===== src/rtl/atomrvcore_decode_stage.sv =====
// RV32I/RV32E decode stage: decoder, register file with write-back bypass,
// load-use scoreboard and a valid/ready output register with flush.
module atomrvcore_decode_stage #(
    parameter int XLEN    = 32,
    parameter int NREGS   = 32,
    parameter int RADDR_W = 5,
    parameter int ALUOP_W = 6
) (
    input  logic               clk_i,
    input  logic               rst_ni,
    input  logic               flush_i,
    input  logic               in_valid_i,
    output logic               in_ready_o,
    input  logic [31:0]        instr_i,
    input  logic [XLEN-1:0]    pc_i,
    input  logic               wb_en_i,
    input  logic [RADDR_W-1:0] wb_rd_i,
    input  logic [XLEN-1:0]    wb_data_i,
    input  logic               wb_load_i,
    output logic               out_valid_o,
    input  logic               out_ready_i,
    output logic [XLEN-1:0]    out_pc_o,
    output logic [XLEN-1:0]    out_opa_o,
    output logic [XLEN-1:0]    out_opb_o,
    output logic [XLEN-1:0]    out_rs2_o,
    output logic [XLEN-1:0]    out_imm_o,
    output logic [RADDR_W-1:0] out_rd_o,
    output logic               out_rwr_en_o,
    output logic [ALUOP_W-1:0] out_aluop_o,
    output logic [5:0]         out_type_o,
    output logic               out_load_o,
    output logic               out_store_o,
    output logic               out_jalr_o,
    output logic               out_illegal_o
);

    localparam int IDX_W = (RADDR_W > 5) ? RADDR_W : 5;
    localparam int AW    = (NREGS > 1) ? $clog2(NREGS) : 1;

    localparam logic [ALUOP_W-1:0] OP_PASS = ALUOP_W'(0);
    localparam logic [ALUOP_W-1:0] OP_ADD  = ALUOP_W'(1);
    localparam logic [ALUOP_W-1:0] OP_SLL  = ALUOP_W'(2);
    localparam logic [ALUOP_W-1:0] OP_SLT  = ALUOP_W'(3);
    localparam logic [ALUOP_W-1:0] OP_SLTU = ALUOP_W'(4);
    localparam logic [ALUOP_W-1:0] OP_XOR  = ALUOP_W'(5);
    localparam logic [ALUOP_W-1:0] OP_SRL  = ALUOP_W'(6);
    localparam logic [ALUOP_W-1:0] OP_SRA  = ALUOP_W'(7);
    localparam logic [ALUOP_W-1:0] OP_OR   = ALUOP_W'(8);
    localparam logic [ALUOP_W-1:0] OP_AND  = ALUOP_W'(9);
    localparam logic [ALUOP_W-1:0] OP_SUB  = ALUOP_W'(10);
    localparam logic [ALUOP_W-1:0] OP_BEQ  = ALUOP_W'(11);
    localparam logic [ALUOP_W-1:0] OP_BNE  = ALUOP_W'(12);
    localparam logic [ALUOP_W-1:0] OP_BLT  = ALUOP_W'(13);
    localparam logic [ALUOP_W-1:0] OP_BGE  = ALUOP_W'(14);
    localparam logic [ALUOP_W-1:0] OP_BLTU = ALUOP_W'(15);
    localparam logic [ALUOP_W-1:0] OP_BGEU = ALUOP_W'(16);
    localparam logic [ALUOP_W-1:0] OP_JAL  = ALUOP_W'(17);

    localparam logic [5:0] T_I  = 6'b000001;
    localparam logic [5:0] T_R  = 6'b000010;
    localparam logic [5:0] T_S  = 6'b000100;
    localparam logic [5:0] T_SB = 6'b001000;
    localparam logic [5:0] T_U  = 6'b010000;
    localparam logic [5:0] T_UJ = 6'b100000;

    typedef enum logic [1:0] {OPA_RS1, OPA_PC, OPA_ZERO} opa_sel_e;

    function automatic logic idx_ok(input logic [IDX_W-1:0] idx);
        return int'(idx) < NREGS;
    endfunction

    // Shared funct3 mapping of OP and OP-IMM when funct7 is zero
    function automatic logic [ALUOP_W-1:0] base_op(input logic [2:0] f3);
        case (f3)
            3'b000:  return OP_ADD;
            3'b001:  return OP_SLL;
            3'b010:  return OP_SLT;
            3'b011:  return OP_SLTU;
            3'b100:  return OP_XOR;
            3'b101:  return OP_SRL;
            3'b110:  return OP_OR;
            default: return OP_AND;
        endcase
    endfunction

    logic [6:0]       opcode;
    logic [2:0]       f3;
    logic [6:0]       f7;
    logic [IDX_W-1:0] rs1_idx, rs2_idx, rd_idx, wb_idx;

    assign opcode  = instr_i[6:0];
    assign f3      = instr_i[14:12];
    assign f7      = instr_i[31:25];
    assign rs1_idx = IDX_W'(instr_i[19:15]);
    assign rs2_idx = IDX_W'(instr_i[24:20]);
    assign rd_idx  = IDX_W'(instr_i[11:7]);
    assign wb_idx  = IDX_W'(wb_rd_i);

    logic [XLEN-1:0]  rf [NREGS];
    logic [NREGS-1:0] pend, pend_n;
    logic             wb_wr, wb_clr;

    assign wb_wr  = wb_en_i && (wb_idx != '0) && idx_ok(wb_idx);
    assign wb_clr = wb_en_i && wb_load_i && idx_ok(wb_idx);

    // Operand read with write-first bypass from the write-back port
    logic [XLEN-1:0] rs1_val, rs2_val;
    always_comb begin
        if (rs1_idx == '0 || !idx_ok(rs1_idx))
            rs1_val = '0;
        else if (wb_wr && wb_idx == rs1_idx)
            rs1_val = wb_data_i;
        else
            rs1_val = rf[rs1_idx[AW-1:0]];
        if (rs2_idx == '0 || !idx_ok(rs2_idx))
            rs2_val = '0;
        else if (wb_wr && wb_idx == rs2_idx)
            rs2_val = wb_data_i;
        else
            rs2_val = rf[rs2_idx[AW-1:0]];
    end

    logic [ALUOP_W-1:0] dec_aluop;
    logic [5:0]         dec_type;
    logic               dec_load, dec_store, dec_jalr, dec_wr;
    logic               use_rs1, use_rs2, bad_enc;
    opa_sel_e           opa_sel;

    always_comb begin
        dec_aluop = OP_PASS;
        dec_type  = '0;
        dec_load  = 1'b0;
        dec_store = 1'b0;
        dec_jalr  = 1'b0;
        dec_wr    = 1'b0;
        use_rs1   = 1'b0;
        use_rs2   = 1'b0;
        bad_enc   = 1'b0;
        opa_sel   = OPA_RS1;
        case (opcode)
            7'b0110111: begin
                dec_type = T_U; dec_aluop = OP_ADD; dec_wr = 1'b1; opa_sel = OPA_ZERO;
            end
            7'b0010111: begin
                dec_type = T_U; dec_aluop = OP_ADD; dec_wr = 1'b1; opa_sel = OPA_PC;
            end
            7'b1101111: begin
                dec_type = T_UJ; dec_aluop = OP_JAL; dec_wr = 1'b1; opa_sel = OPA_PC;
            end
            7'b1100111: begin
                dec_type = T_I; dec_aluop = OP_ADD; dec_wr = 1'b1; use_rs1 = 1'b1;
                dec_jalr = (f3 == 3'b000);
                bad_enc  = (f3 != 3'b000);
            end
            7'b1100011: begin
                dec_type = T_SB; use_rs1 = 1'b1; use_rs2 = 1'b1;
                case (f3)
                    3'b000:  dec_aluop = OP_BEQ;
                    3'b001:  dec_aluop = OP_BNE;
                    3'b100:  dec_aluop = OP_BLT;
                    3'b101:  dec_aluop = OP_BGE;
                    3'b110:  dec_aluop = OP_BLTU;
                    3'b111:  dec_aluop = OP_BGEU;
                    default: bad_enc = 1'b1;
                endcase
            end
            7'b0000011: begin
                dec_type = T_I; dec_aluop = OP_ADD; dec_load = 1'b1; dec_wr = 1'b1;
                use_rs1  = 1'b1;
                bad_enc  = (f3 == 3'b011) || (f3 == 3'b110) || (f3 == 3'b111);
            end
            7'b0100011: begin
                dec_type = T_S; dec_aluop = OP_ADD; dec_store = 1'b1;
                use_rs1  = 1'b1; use_rs2 = 1'b1;
                bad_enc  = (f3 > 3'b010);
            end
            7'b0010011: begin
                dec_type = T_I; dec_wr = 1'b1; use_rs1 = 1'b1;
                dec_aluop = base_op(f3);
                if (f3 == 3'b001)
                    bad_enc = (f7 != 7'b0000000);
                else if (f3 == 3'b101) begin
                    if (f7 == 7'b0100000)
                        dec_aluop = OP_SRA;
                    else if (f7 != 7'b0000000)
                        bad_enc = 1'b1;
                end
            end
            7'b0110011: begin
                dec_type = T_R; dec_wr = 1'b1; use_rs1 = 1'b1; use_rs2 = 1'b1;
                if (f7 == 7'b0000000)
                    dec_aluop = base_op(f3);
                else if (f7 == 7'b0100000 && f3 == 3'b000)
                    dec_aluop = OP_SUB;
                else if (f7 == 7'b0100000 && f3 == 3'b101)
                    dec_aluop = OP_SRA;
                else
                    bad_enc = 1'b1;
            end
            default: bad_enc = 1'b1;
        endcase
    end

    logic signed [31:0] imm32;
    always_comb begin
        case (dec_type)
            T_I:     imm32 = {{20{instr_i[31]}}, instr_i[31:20]};
            T_S:     imm32 = {{20{instr_i[31]}}, instr_i[31:25], instr_i[11:7]};
            T_SB:    imm32 = {{19{instr_i[31]}}, instr_i[31], instr_i[7], instr_i[30:25],
                              instr_i[11:8], 1'b0};
            T_U:     imm32 = {instr_i[31:12], 12'b0};
            T_UJ:    imm32 = {{11{instr_i[31]}}, instr_i[31], instr_i[19:12], instr_i[20],
                              instr_i[30:21], 1'b0};
            default: imm32 = '0;
        endcase
    end

    logic [XLEN-1:0] dec_imm, dec_opa, dec_opb;
    logic            dec_illegal, dec_rwr, dec_load_ok, dec_store_ok;

    assign dec_imm      = XLEN'(imm32);
    assign dec_illegal  = bad_enc || (use_rs1 && !idx_ok(rs1_idx)) ||
                          (use_rs2 && !idx_ok(rs2_idx)) || (dec_wr && !idx_ok(rd_idx));
    assign dec_rwr      = dec_wr && (rd_idx != '0) && !dec_illegal;
    assign dec_load_ok  = dec_load && !dec_illegal;
    assign dec_store_ok = dec_store && !dec_illegal;
    assign dec_opb      = (dec_type == T_R || dec_type == T_SB) ? rs2_val : dec_imm;

    always_comb begin
        case (opa_sel)
            OPA_PC:   dec_opa = pc_i;
            OPA_ZERO: dec_opa = '0;
            default:  dec_opa = rs1_val;
        endcase
    end

    // A write-back that clears a pending bit this cycle also bypasses its data
    logic rs1_pend, rs2_pend, hazard, accept, sb_set;
    always_comb begin
        rs1_pend = idx_ok(rs1_idx) ? pend[rs1_idx[AW-1:0]] : 1'b0;
        rs2_pend = idx_ok(rs2_idx) ? pend[rs2_idx[AW-1:0]] : 1'b0;
        hazard   = (use_rs1 && rs1_pend && !(wb_clr && wb_idx == rs1_idx)) ||
                   (use_rs2 && rs2_pend && !(wb_clr && wb_idx == rs2_idx));
    end

    logic               vld_p1, rwr_p1, load_p1, store_p1, jalr_p1, illegal_p1;
    logic [XLEN-1:0]    pc_p1, opa_p1, opb_p1, rs2_p1, imm_p1;
    logic [RADDR_W-1:0] rd_p1;
    logic [ALUOP_W-1:0] aluop_p1;
    logic [5:0]         type_p1;

    assign in_ready_o = rst_ni && !flush_i && !hazard && (!vld_p1 || out_ready_i);
    assign accept     = in_valid_i && in_ready_o;
    assign sb_set     = accept && dec_load_ok && (rd_idx != '0);

    // Set beats clear when both hit the same register in one cycle
    always_comb begin
        pend_n = pend;
        if (wb_clr)
            pend_n[wb_idx[AW-1:0]] = 1'b0;
        if (flush_i && vld_p1 && load_p1)
            pend_n[rd_p1[AW-1:0]] = 1'b0;
        if (sb_set)
            pend_n[rd_idx[AW-1:0]] = 1'b1;
    end

    always_ff @(posedge clk_i) begin
        if (!rst_ni) begin
            pend <= '0;
            for (int i = 0; i < NREGS; i++)
                rf[i] <= '0;
        end else begin
            pend <= pend_n;
            if (wb_wr)
                rf[wb_idx[AW-1:0]] <= wb_data_i;
        end
    end

    // Stage p1: decoded bundle, held while execute back-pressures
    always_ff @(posedge clk_i) begin
        if (!rst_ni) begin
            vld_p1     <= 1'b0;
            pc_p1      <= '0;
            opa_p1     <= '0;
            opb_p1     <= '0;
            rs2_p1     <= '0;
            imm_p1     <= '0;
            rd_p1      <= '0;
            rwr_p1     <= 1'b0;
            aluop_p1   <= '0;
            type_p1    <= '0;
            load_p1    <= 1'b0;
            store_p1   <= 1'b0;
            jalr_p1    <= 1'b0;
            illegal_p1 <= 1'b0;
        end else if (accept) begin
            vld_p1     <= 1'b1;
            pc_p1      <= pc_i;
            opa_p1     <= dec_opa;
            opb_p1     <= dec_opb;
            rs2_p1     <= rs2_val;
            imm_p1     <= dec_imm;
            rd_p1      <= RADDR_W'(instr_i[11:7]);
            rwr_p1     <= dec_rwr;
            aluop_p1   <= dec_aluop;
            type_p1    <= dec_type;
            load_p1    <= dec_load_ok;
            store_p1   <= dec_store_ok;
            jalr_p1    <= dec_jalr;
            illegal_p1 <= dec_illegal;
        end else if (flush_i || out_ready_i) begin
            vld_p1 <= 1'b0;
        end
    end

    assign out_valid_o   = vld_p1;
    assign out_pc_o      = pc_p1;
    assign out_opa_o     = opa_p1;
    assign out_opb_o     = opb_p1;
    assign out_rs2_o     = rs2_p1;
    assign out_imm_o     = imm_p1;
    assign out_rd_o      = rd_p1;
    assign out_rwr_en_o  = rwr_p1;
    assign out_aluop_o   = aluop_p1;
    assign out_type_o    = type_p1;
    assign out_load_o    = load_p1;
    assign out_store_o   = store_p1;
    assign out_jalr_o    = jalr_p1;
    assign out_illegal_o = illegal_p1;

endmodule


===== config.mk =====
export PLATFORM = sky130hd
export DESIGN_NAME = atomrvcore_decode_stage
export DESIGN_NICKNAME = d
export VERILOG_FILES = /design/src/rtl/atomrvcore_decode_stage.sv
export SDC_FILE = /design/constraint.sdc
export NUM_CORES = 2
export LEC_CHECK = 0
export BUFFER_PORTS_ARGS = -buffer_cell sky130_fd_sc_hd__buf_2
export CAP_MARGIN = 20
export CORE_UTILIZATION = 50
export DETAILED_ROUTE_END_ITERATION = 6
export GPL_ROUTABILITY_DRIVEN = 0
export PLACE_DENSITY = 0.75
export SLEW_MARGIN = 10
export SYNTH_ARGS = -nofsm -noshare
export SYNTH_HDL_FRONTEND = slang
export SYNTH_SLANG_ARGS = --single-unit

===== constraint.sdc =====
create_clock -name clk_i -period 4.67 [get_ports clk_i]
set_input_delay 0.467 -clock clk_i [delete_from_list [all_inputs] [get_ports clk_i]]
set_output_delay 0.467 -clock clk_i [all_outputs]
set_load 0.05 [all_outputs]

After elaboration in Yosys (flattened, before gate mapping)
Memories as Yosys holds them, arrays and structs flattened.
Cells that the tools add are included.

operators by class
  $lt $le $gt $ge = 9
  shifts and indexed selects = 0
  add/subtract/negate cells = 0
  multiply operators = 0
  multiplexer cells = 55
  equal/unequal tests = 27
  bitwise logic cells = 5
  divide/modulo/power cells = 0
  reduce and logical (&&, ||, !) cells = 58

operator list
  cell                  count
  $mux W32              9
  $pmux W32 S5          1
  $and A32 B32 Y32      2
  $not A32 Y32          2
  $pmux W32 S2          1
  $pmux W6 S6           1
  $or A32 B32 Y32       1
  $reduce_or A32 Y1     1
  $lt A5 B6 Y1 const B  5
  $pmux W5 S6           1
  $pmux W6 S5           1
  $eq A7 B6 Y1 const B  4
  $pmux W4 S7           1
  $logic_and A1 B1 Y1   27
  $mux W1               26
  $mux W6               4
  $eq A7 B7 Y1 const B  3
  $demux W1 S5          3
  $ge A5 B1 Y1 const B  3
  $eq A7 B5 Y1 const B  2
  $eq A3 B3 Y1 const B  4
  $reduce_or A6 Y1      2
  $bmux W1 S5           2
  $eq A5 B5 Y1          2
  other kinds (30)      46

storage, ports and cells
  word-level logic and storage cells = 170
  memory bits (writable) = 1,024
  latch bits = 0
  register bits = 215
  bits in read-only memories = 0
  output and inout port bits = 184
  memories kept = 1

memory list
  name  depth  bits a word  rd ports  clocked after memory_dff  write ports  RTL line  source
  rf    32     32           2         0                         32           99        logic [XLEN-1:0] rf [NREGS];

Depth between registers and ports, before layout
  depth in word-level cells = 13
  depth in mapped cells = 13
  mapped depth without buffers = 9

Worst setup path before layout
OpenSTA, ideal clock, no wires.

  kind = input to register
  start point = in wb_rd_i[4]
  end point = mem rf[28][0], enable pin
  slack = 294 ps
  stages on the path = 6
  library setup time = 466 ps
  data arrival time = 3,910 ps
  path through = clkbuf_1 > or3_1 > clkbuf_1 > nand4_1 > clkbuf_1 > o21ai_0

RTL lines
  element      RTL line  source
  from (decl)  17        input logic [RADDR_W-1:0] wb_rd_i,
  to (decl)    99

Final worst setup path
  start point = in rst_ni
  end point = out in_ready_o

between the ends
  cells in the longest elaborated chain, start to end = 3

ends and longest elaborated chain
  element                           RTL line  source
  from (decl)                       10        input logic rst_ni,
  $logic_and A1 B1 Y1 (3 in a row)  252       assign in_ready_o = rst_ni && !flush_i && !hazard && (!vld_p1 || out_ready_i);
  to (decl)                         13        output logic in_ready_o,

No other way between the ends.

==> reports/qor.yml <==
crit_required_ps: 4200
fin_area_sq_um: 72800
relSlewSlack: 0.158
grt_pass1_wl_microns: 364000
drc: 4
p_leak_nw: 24.4
clock-sinks: 1238
area_growth_pct: 12.7
grt_overflow_total: 0
fin_setup_tns_ps: 0
synthFlopType: "edfxtp_1"
rows: 131
multi_input_area_sq_um: 27200
ys_types: 88
min_period_over_period: 0.823
io_pins: 292
min_period_ps: 3850
first_global_vias: 50800
syn_inst: 5319
ir_drop_mv: 0.323
ff2ff_setup_slack_ps: 1400
syn_area_sq_um: 64600
cts_tree: "done"
powerDensity_nw_per_um2: 372
seq_area_sq_um: 35000
dieArea_sq_um: 131000
r2r_start: "pend[7]"
hold_path_depth: 3
critical_path_class: "primary input to output pin"
report.final.hold_viol_count: 0
rsz0062_at_grt: "no"
fp.dieW_microns: 361
fillers: 9942
syn_avg_cell_area_sq_um: 12.1
ys_warn_count: 0
hold_start: "pc_i[4]"
start_util: 0.505
wire_per_inst_microns: 36.1
drt_iter0_markers: 11000
antenna_found_initial: 21
grt_start_max_net_pins: 147
crit_path_start_kind: "primary input"
seq_area_frac_synth: 0.542
place_area_sq_um: 68200
skew_ps: 28.0
root_buffer: "clkbuf_16"
io_buffers: 290
r2r_cells: 8
final_nets: 5484
setup_viol: 0
detail-route-antenna-nets: 0
grt_usage: 0.386
synthArstFlopShare: 0
total_power_mw: 27.1
clkTransAtPathRegs_ps: 60
outcome: "finished with violations"
htree_levels: 3
clock_latency_ps: 770
ys_seq_elements: 1238
rr_endpoint: "out_opb_o[12]"
hold_end: "out_pc_o[4]"
numCtsBuffers: 119
failed_checks: "design-rule violations"
wl_microns: 258000
cap_violations: 0
cts_setup_buffers: 0
worst_slew_pin_slew_ps: 1260
slew_viol_final: 0
worstHoldPathType: "primary input to flop"
die_h_microns: 361
hpwlAfterDp_microns: 162000
vias_per_cell: 7.61
drive_above_1_share: 0.229
end_kind: "output pin"
cts_buffer_depth: 3
max_freq_ghz: 0.260
synth_edf_count: 1024
worstPathMaxFanout: 67
vias: 54500
core_region_area_sq_um: 128000
crit_arrival_ps: 3380
drt_pass1_iterations: 7
[worst max-delay path, stage by stage]
cell and delay (ps):
buf_8 510, nand2b_1 150, nor2b_1 720, nand2_1 180, nor4_2 570, o21a_1 390
buf_2 330
[metrics by stage]
stage / hold slack (ps) / utilization / instances / setup WS [ps]
global placement: 437 / 0.533 / 6873 / 741
finish: 29.1 / 0.569 / 7160 / 824
detailed placement: 442 / 0.533 / 6874 / 691
global route: 36.7 / 0.569 / 7144 / 906
CTS: 1.79 / 0.566 / 7127 / 1110
floorplan: 438 / - / 5351 / 294
[report_power, final]
part           switching (mW)  internal (mW)
sequential              0.367           12.5
clock                    4.44           5.55
combinational            2.88           1.31
total                    7.69           19.4
[cell families (layout without fill, tap and decap cells)]
kind of cell | after synthesis | in the layout | share of synthesized area
simple gates | 1864 | 1864 | 0.145
flops | 1238 | 1238 | 0.542
compound gates | 795 | 795 | 0.0824
mux | 708 | 708 | 0.182
buf+inv | 699 | 827 | 0.0466
xor+xnor | 13 | 13 | 0.00176
fa+ha+maj | 1 | 1 | 0.000194
other cells | 1 | 52 | 0.0000580
[registers in the layout, summed over array words and instances, names as in the netlist, 6 cells and up]
signal / flops
out_opb_o: 32
pend: 32
out_opa_o: 32
out_rs2_o: 32
rf: 1024
out_imm_o: 32
out_pc_o: 32
out_type_o: 6
[worst max-delay path by stage]
stage	start	end	slack (ps)
detailed placement	instr_i[22]	out_opb_o[31]	690
floorplan	wb_rd_i[4]	rf[28][0]	290
global placement	instr_i[22]	out_opb_o[31]	740
global route	rst_ni	in_ready_o	910
finish	rst_ni	in_ready_o	820
CTS	pend[29]	in_ready_o	1110
[cell usage after synthesis, types with 36 or more instances]
cell      number  area [sq um]
dfxtp_1      214          4280
buf_4         37           278
clkbuf_1     482          1810
edfxtp_1    1024         30700
nor2_1        78           293
mux2_2        75           845
o21ai_0      164           821
a21oi_1      106           531
o22ai_1      105           657
a22o_1        57           499
buf_2         98           490
nand3_1      203          1020
a22oi_1      118           886
nand2_1      342          1280
mux4_2       364          8200
nor3_1      1013          5070
inv_1         36           135
a31oi_1       46           288
mux2i_1      269          2690
[layout by cell type (no fill, tap or decap), drive strengths merged, types with 11 or more instances in the layout]
cell type / netlist / final
o31ai: 11 / 11
a21oi: 106 / 106
conb: 1 / 33
a21o: 15 / 15
nand2b: 13 / 13
a211oi: 20 / 20
diode: 0 / 19
nor2: 78 / 78
mux2: 75 / 75
mux4: 364 / 364
clkinv: 1 / 57
o22ai: 105 / 105
nand3: 203 / 203
edfxtp: 1024 / 1024
nand4: 20 / 20
and4b: 18 / 18
a22oi: 118 / 118
mux2i: 269 / 269
dlygate4sd3: 0 / 28
a31oi: 46 / 46
a221oi: 14 / 14
inv: 36 / 37
o21ai: 182 / 182
bufinv: 0 / 12
dfxtp: 214 / 214
nor3b: 34 / 34
nor2b: 29 / 29
nor3: 1015 / 1015
buf: 180 / 537
nand2: 342 / 342
o2111ai: 33 / 33
o2bb2ai: 16 / 16
a22o: 57 / 57
clkbuf: 482 / 149
nor4: 23 / 23
[cell type report]
class	count	area share
antenna	19	0.000653
timing repair buffer	565	0.0599
multi-input combinational	3414	0.373
clock inverter	76	0.00977
sequential	1238	0.481
inverter	37	0.00193
clock buffer	149	0.0444
tap	1662	0.0286
[metal layers]
metal / share of wire / GRT usage / vias to the layer above
li1: - / - / 21000
met1: 0.31 / 0.460 / 26000
met2: 0.42 / 0.547 / 5984
met3: 0.18 / 0.163 / 1433
met4: 0.097 / 0.306 / 18
met5: 0.00049 / 0 / -
[repair_timing]
action / CTS / global route
resized for setup: 0 / 0
hold buffers: 28 / 0
endpoints found under the setup margin: 0 / 0
hold endpoints to repair: 28 / 0
No activity file was read; power rests on OpenSTA's default activity.
